[config.mk]
export PLATFORM = sky130hd
export DESIGN_NAME = wb_port_arbiter
export DESIGN_NICKNAME = d
export VERILOG_FILES = /design/src/rtl/wb_arb_pkg.sv /design/src/rtl/wb_result_fifo.sv /design/src/rtl/wb_port_arbiter.sv
export SDC_FILE = /design/constraint.sdc
export NUM_CORES = 1
export LEC_CHECK = 0
export ABC_AREA = 1
export CAP_MARGIN = 20
export CORE_ASPECT_RATIO = 0.6
export CORE_MARGIN = 3
export CORE_UTILIZATION = 40
export CTS_CLUSTER_SIZE = 20
export DETAILED_ROUTE_END_ITERATION = 7
export PLACE_DENSITY_LB_ADDON = 0.25
export SLEW_MARGIN = 20
export SYNTH_ARGS = -nofsm -noshare
export SYNTH_HDL_FRONTEND = slang
export SYNTH_HIERARCHICAL = 1
export SYNTH_SLANG_ARGS = --single-unit
[constraint.sdc]
create_clock -name clk -period 11.8 [get_ports clk]
set_input_delay 2.95 -clock clk [delete_from_list [all_inputs] [get_ports clk]]
set_output_delay 2.95 -clock clk [all_outputs]
set_load 0.01 [all_outputs]
[src/rtl/wb_arb_pkg.sv]
`default_nettype none
// ============================================================================
// Module   : wb_arb_pkg
// Purpose  : Shared types and constants for the regfile write-port arbiter.
// Revision : 1.0 - initial release
// ============================================================================
package wb_arb_pkg;

   localparam int WORD_W = 64;

   typedef logic [WORD_W-1:0] word_t;

   typedef struct packed {
      logic       valid;
      logic [4:0] wa;
      word_t      wd;
   } wb_req_t;

   typedef enum logic [0:0] {
      PIPE_PRI = 1'b0,
      DRAIN    = 1'b1
   } arb_state_e;

   localparam logic [4:0] REG_ZERO = 5'd0;

endpackage : wb_arb_pkg
`default_nettype wire

[src/rtl/wb_result_fifo.sv]
`default_nettype none
// ============================================================================
// Module   : wb_result_fifo
// Purpose  : Small in-order FIFO of long-latency results with squash-by-address.
// Revision : 1.0 - initial release
// ============================================================================
module wb_result_fifo #(
   parameter int DEPTH  = 2,
   parameter int DATA_W = 64
) (
   input  logic                       clk,
   input  logic                       reset,
   input  logic                       push,
   input  logic [4:0]                 push_wa,
   input  logic [DATA_W-1:0]          push_wd,
   input  logic                       pop,
   input  logic                       squash_en,
   input  logic [4:0]                 squash_wa,
   output logic                       head_valid,
   output logic [4:0]                 head_wa,
   output logic [DATA_W-1:0]          head_wd,
   output logic [$clog2(DEPTH):0]     count,
   output logic                       full,
   output logic                       empty
);

   localparam int PTR_W = $clog2(DEPTH);
   localparam int CNT_W = PTR_W + 1;

   logic [DEPTH-1:0]  r_valid;
   logic [4:0]        r_wa [DEPTH];
   logic [DATA_W-1:0] r_wd [DEPTH];
   logic [PTR_W-1:0]  r_rd_ptr;
   logic [PTR_W-1:0]  r_wr_ptr;
   logic [CNT_W-1:0]  r_count;

   // A squash hits stored entries and an entry being pushed in the same
   // cycle alike: the squashing pipeline write is younger than both.
   always_ff @(posedge clk) begin
      if (reset) begin
         r_valid  <= '0;
         r_rd_ptr <= '0;
         r_wr_ptr <= '0;
         r_count  <= '0;
      end else begin
         for (int i = 0; i < DEPTH; i++) begin
            if (squash_en && (r_wa[i] == squash_wa))
               r_valid[i] <= 1'b0;
         end
         if (push) begin
            r_valid[r_wr_ptr] <= !(squash_en && (push_wa == squash_wa));
            r_wr_ptr          <= r_wr_ptr + PTR_W'(1);
         end
         if (pop)
            r_rd_ptr <= r_rd_ptr + PTR_W'(1);
         r_count <= r_count + CNT_W'(push) - CNT_W'(pop);
      end
   end

   always_ff @(posedge clk) begin
      if (push) begin
         r_wa[r_wr_ptr] <= push_wa;
         r_wd[r_wr_ptr] <= push_wd;
      end
   end

   assign head_valid = r_valid[r_rd_ptr];
   assign head_wa    = r_wa[r_rd_ptr];
   assign head_wd    = r_wd[r_rd_ptr];
   assign count      = r_count;
   assign full       = (r_count == CNT_W'(DEPTH));
   assign empty      = (r_count == '0);

endmodule : wb_result_fifo
`default_nettype wire

[src/rtl/wb_port_arbiter.sv]
`default_nettype none
// ============================================================================
// Module   : wb_port_arbiter
// Purpose  : Shares the regfile write port between pipeline writeback and a
//            long-latency unit. Optional macro WB_LU_BYPASS_EN lets an LU
//            result go straight to the regfile when the port and FIFO are idle.
// Revision : 1.0 - initial release
// ============================================================================
module wb_port_arbiter
   import wb_arb_pkg::*;
#(
   parameter int DATA_W     = 64,
   parameter int FIFO_DEPTH = 2,
   parameter int STARVE_MAX = 4
) (
   input  logic              clk,
   input  logic              reset,
   input  logic              pipe_valid,
   input  logic [4:0]        pipe_wa,
   input  logic [DATA_W-1:0] pipe_wd,
   output logic              pipe_stall,
   input  logic              lu_valid,
   input  logic [4:0]        lu_wa,
   input  logic [DATA_W-1:0] lu_wd,
   output logic              lu_ready,
   output logic              rf_valid,
   output logic [4:0]        rf_wa,
   output logic [DATA_W-1:0] rf_wd,
   output logic              busy
);

   localparam int CNT_W    = $clog2(FIFO_DEPTH) + 1;
   localparam int STARVE_W = $clog2(STARVE_MAX + 1);

   arb_state_e          r_state, w_state_next;
   logic [STARVE_W-1:0] r_starve, w_starve_next;
   logic [CNT_W-1:0]    w_count, w_count_next;

   logic              w_push, w_pop, w_bypass, w_squash;
   logic              w_full, w_empty;
   logic              w_head_valid;
   logic [4:0]        w_head_wa;
   logic [DATA_W-1:0] w_head_wd;
   logic              w_pipe_wr, w_lu_live;

   assign w_pipe_wr = pipe_valid && (pipe_wa != REG_ZERO);
   assign w_lu_live = lu_valid && (lu_wa != REG_ZERO);

   wb_result_fifo #(
      .DEPTH  (FIFO_DEPTH),
      .DATA_W (DATA_W)
   ) u_fifo (
      .clk        (clk),
      .reset      (reset),
      .push       (w_push),
      .push_wa    (lu_wa),
      .push_wd    (lu_wd),
      .pop        (w_pop),
      .squash_en  (w_squash),
      .squash_wa  (pipe_wa),
      .head_valid (w_head_valid),
      .head_wa    (w_head_wa),
      .head_wd    (w_head_wd),
      .count      (w_count),
      .full       (w_full),
      .empty      (w_empty)
   );

   always_comb begin
      w_pop      = 1'b0;
      w_bypass   = 1'b0;
      w_squash   = 1'b0;
      pipe_stall = 1'b0;
      rf_valid   = 1'b0;
      rf_wa      = REG_ZERO;
      rf_wd      = '0;
      if (!reset) begin
         unique case (r_state)
            PIPE_PRI: begin
               if (pipe_valid) begin
                  rf_valid = w_pipe_wr;
                  rf_wa    = pipe_wa;
                  rf_wd    = pipe_wd;
                  w_squash = w_pipe_wr;
               end else if (!w_empty) begin
                  w_pop    = 1'b1;
                  rf_valid = w_head_valid;
                  rf_wa    = w_head_wa;
                  rf_wd    = w_head_wd;
               end else begin
`ifdef WB_LU_BYPASS_EN
                  if (w_lu_live) begin
                     w_bypass = 1'b1;
                     rf_valid = 1'b1;
                     rf_wa    = lu_wa;
                     rf_wd    = lu_wd;
                  end
`endif
               end
            end
            DRAIN: begin
               // x0 writes never need the port, so they are never held.
               pipe_stall = w_pipe_wr;
               w_pop      = !w_empty;
               rf_valid   = !w_empty && w_head_valid;
               rf_wa      = w_head_wa;
               rf_wd      = w_head_wd;
            end
            default: ;
         endcase
      end
   end

   assign lu_ready = !reset && !w_full;
   assign w_push   = w_lu_live && lu_ready && !w_bypass;
   assign busy     = !reset && !w_empty;

   assign w_count_next = w_count + CNT_W'(w_push) - CNT_W'(w_pop);

   always_comb begin
      w_starve_next = r_starve;
      if (w_empty || w_pop)
         w_starve_next = '0;
      else if (r_starve != STARVE_W'(STARVE_MAX))
         w_starve_next = r_starve + STARVE_W'(1);
   end

   always_comb begin
      w_state_next = r_state;
      unique case (r_state)
         PIPE_PRI: begin
            if ((w_count_next == CNT_W'(FIFO_DEPTH)) ||
                (w_starve_next == STARVE_W'(STARVE_MAX)))
               w_state_next = DRAIN;
         end
         DRAIN: begin
            if (w_count_next == '0)
               w_state_next = PIPE_PRI;
         end
         default: w_state_next = PIPE_PRI;
      endcase
   end

   always_ff @(posedge clk) begin
      if (reset) begin
         r_state  <= PIPE_PRI;
         r_starve <= '0;
      end else begin
         r_state  <= w_state_next;
         r_starve <= w_starve_next;
      end
   end

endmodule : wb_port_arbiter
`default_nettype wire

==> out/metrics.cfg <==
[floorplan]
dieArea_um2 = 19900
die_width_um = 180
pin_count = 215
core-area_um2 = 17500
initial_core_util_pct = 41.6
die_h_um = 110
num_rows = 37

[synthesis]
yosysWarnings = 6
seq_area_frac_synth_pct = 60.1
synthArstFlopShare_pct = 0
synth-edff-count = 138
mappedNetlistArea_um2 = 7260
yosysUniqueCellTypes = 26
synthFlopType = edfxtp_1
postSynthAreaPerCell_um2 = 11.5
synth_cells = 629
synthesis.nets = 777
synth-seq-cells = 149

[clock_tree]
clk_pin_slew_ns = 0.06
post_cts_buffers = 0
clockBufferDepth = 2
cts.sinks = 149
cts_tree = yes
numCtsBuffers = 17
cts_resized = 0
cts-root-buf = clkbuf_16
hold_buffers = 0
h-tree-depth = 4
clk_latency_ns = 0.41

[sta]
rsz0062_at_grt = false
period_minus_slack_ns = 8.70
slew-limit-headroom_pct = 47.0
setup_viol = 0
final.setup.tns_ns = 0
worstMarginPinSlew_ns = 0.795
post-route-period-util_pct = 73.7
hold_viol = 0
fmax_mhz = 115
skew_ns = 0.0138
slew_violations = 0

[drt]
via_count = 5232
ant_nets = 0
route.detailed.drc = 0
wl_per_cell_um = 16.0
drt-total-wl_um = 17400
dr.pass1.iters = 5
vias_per_cell = 4.82
drt_iter0_drc = 377

[global_route]
track_usage_pct = 17.6
grt_pass1_vias = 5404
antenna_found_initial = 0
grt_pass1_wl_um = 27500
grt_max_degree = 72
grt-ovfl-total = 0

[placed_design]
gp_congestion = 0.843
dp.final_hpwl_um = 12100
portBuffers = 214
placed_cell_area_um2 = 9530

[setup_path]
arrival_ns = 5.75
crit_fanout = 71
startpoint = pipe_valid
rr_startpoint = u_fifo/count[1]
cp.required_ns = 8.85
startpoint_type = primary input
reg2reg_depth = 11
critPathKind = in2out
end_kind = output port

[finish]
area.growth.synth_to_final_pct = 39.4
final_net_count = 987
post-route-util_pct = 58.0
fillers = 1442
diodes = 0
fin_area_um2 = 10100
drive_gt1_share_pct = 15.1

[worst_hold_path]
hold_depth = 2
hp-start = u_fifo/r_wr_ptr
min_path_type = reg2reg

[pwr]
p_leak_nw = 3.82
ir_drop_uv = 86.4
power_density_nw_per_um2 = 163

[run]
drv_cap = 0

[run_status]
status = finished clean

[logic make-up after synthesis]
kind of cell | share of synthesized area, %
AO/OA/AOI/OAI | 1.29
XOR/XNOR | 0.241
adder cells (fa/ha/maj) | 1.03
buffers and inverters | 5.27
flip-flops | 60.1
multiplexers | 12.5
AND/OR/NAND/NOR | 19.6
[worst max-delay path: stages]
cell,delay [ns]
clkdlybuf4s50_1,0.61
nand2_4,0.43
inv_4,0.75
nor2_1,0.12
nor3_1,0.25
clkdlybuf4s50_1,0.58
[final timing paths]
path	to	slack, ns
worst max-delay path	rf_wd[3]	3.10
worst min-delay path	u_fifo/r_wr_ptr	0.54
worst max register to register	u_fifo/r_valid[1]	9.16
worst min register to register	u_fifo/r_wr_ptr	0.54
[layout by cell type (no fill, tap or decap), drive strengths merged]
master         synthesis  layout
clkinvlp               0       2
bufinv                 0       1
nand4                  1       1
or2                    2       2
clkdlybuf4s50          0     214
xnor2                  2       2
ha                     6       6
nand3                 10      10
nor3                  71      71
clkinv                 0       6
edfxtp               138     138
inv                   44      49
nor4                   1       1
buf                   29       6
nand2                 71      71
o21ai                  8       8
clkbuf                 0      18
mux2                  64      64
o31ai                  1       1
dfxtp                 11      11
nor2                 164     164
a211oi                 1       1
a21oi                  5       5
[report_power, final]
group	total, mW	leakage (nW)	switching [mW]	internal [mW]
clock	0.517	0.277	0.220	0.297
sequential	0.644	1.36	0.0255	0.619
combinational	0.492	2.19	0.237	0.255
[routing by layer]
| metal | wire length, um | track usage (%) |
|---|---|---|
| met5 | 0 | 0 |
| met4 | 103 | 4.30 |
| met3 | 1320 | 5.38 |
| met2 | 8250 | 29.5 |
| met1 | 7740 | 22.8 |
[state kept, by name, summed over array words and instances, names as in the netlist, named ones only]
| name | cells |
|---|---|
| u_fifo/r_valid | 2 |
| r_starve | 3 |
| u_fifo/r_rd_ptr | 1 |
| u_fifo/r_wd | 128 |
| r_state | 1 |
| u_fifo/r_wa | 10 |
| u_fifo/count | 2 |
| u_fifo/r_wr_ptr | 1 |
[area by class of cell]
class | count | area [um2] | share of cell area (%)
multi-input cells | 407 | 2520 | 24.9
well taps | 234 | 293 | 2.89
flip-flops and latches | 149 | 4370 | 43.1
inverters | 44 | 169 | 1.67
clock inverters | 14 | 145 | 1.43
clock buffers | 18 | 429 | 4.24
repair buffers | 220 | 2200 | 21.7
[cells in the mapped netlist, types with 10 or more instances]
cell type	instances	area, um2
mux2_4	50	751
inv_1	42	158
nor3_2	20	200
mux2_2	14	158
nand2_1	70	263
buf_2	13	65.1
nor2_1	164	616
nor3_1	51	255
edfxtp_1	138	4140
dfxtp_1	11	220
nand3_1	10	50.1
[per-stage QoR]
step | instances | power [mW] | setup WS, ns | hold slack [ns]
CTS | 1085 | 1.67 | 3.04 | 0.548
global placement | 1053 | 1.13 | 3.20 | 0.528
floorplan | 629 | 0.947 | 4.88 | 0.488
detailed placement | 1053 | 1.15 | 3.06 | 0.541
finish | 1086 | 1.65 | 3.10 | 0.543
global route | 1086 | 1.75 | 2.82 | 0.602
Note: power is estimated with default switching activity, not from simulation.
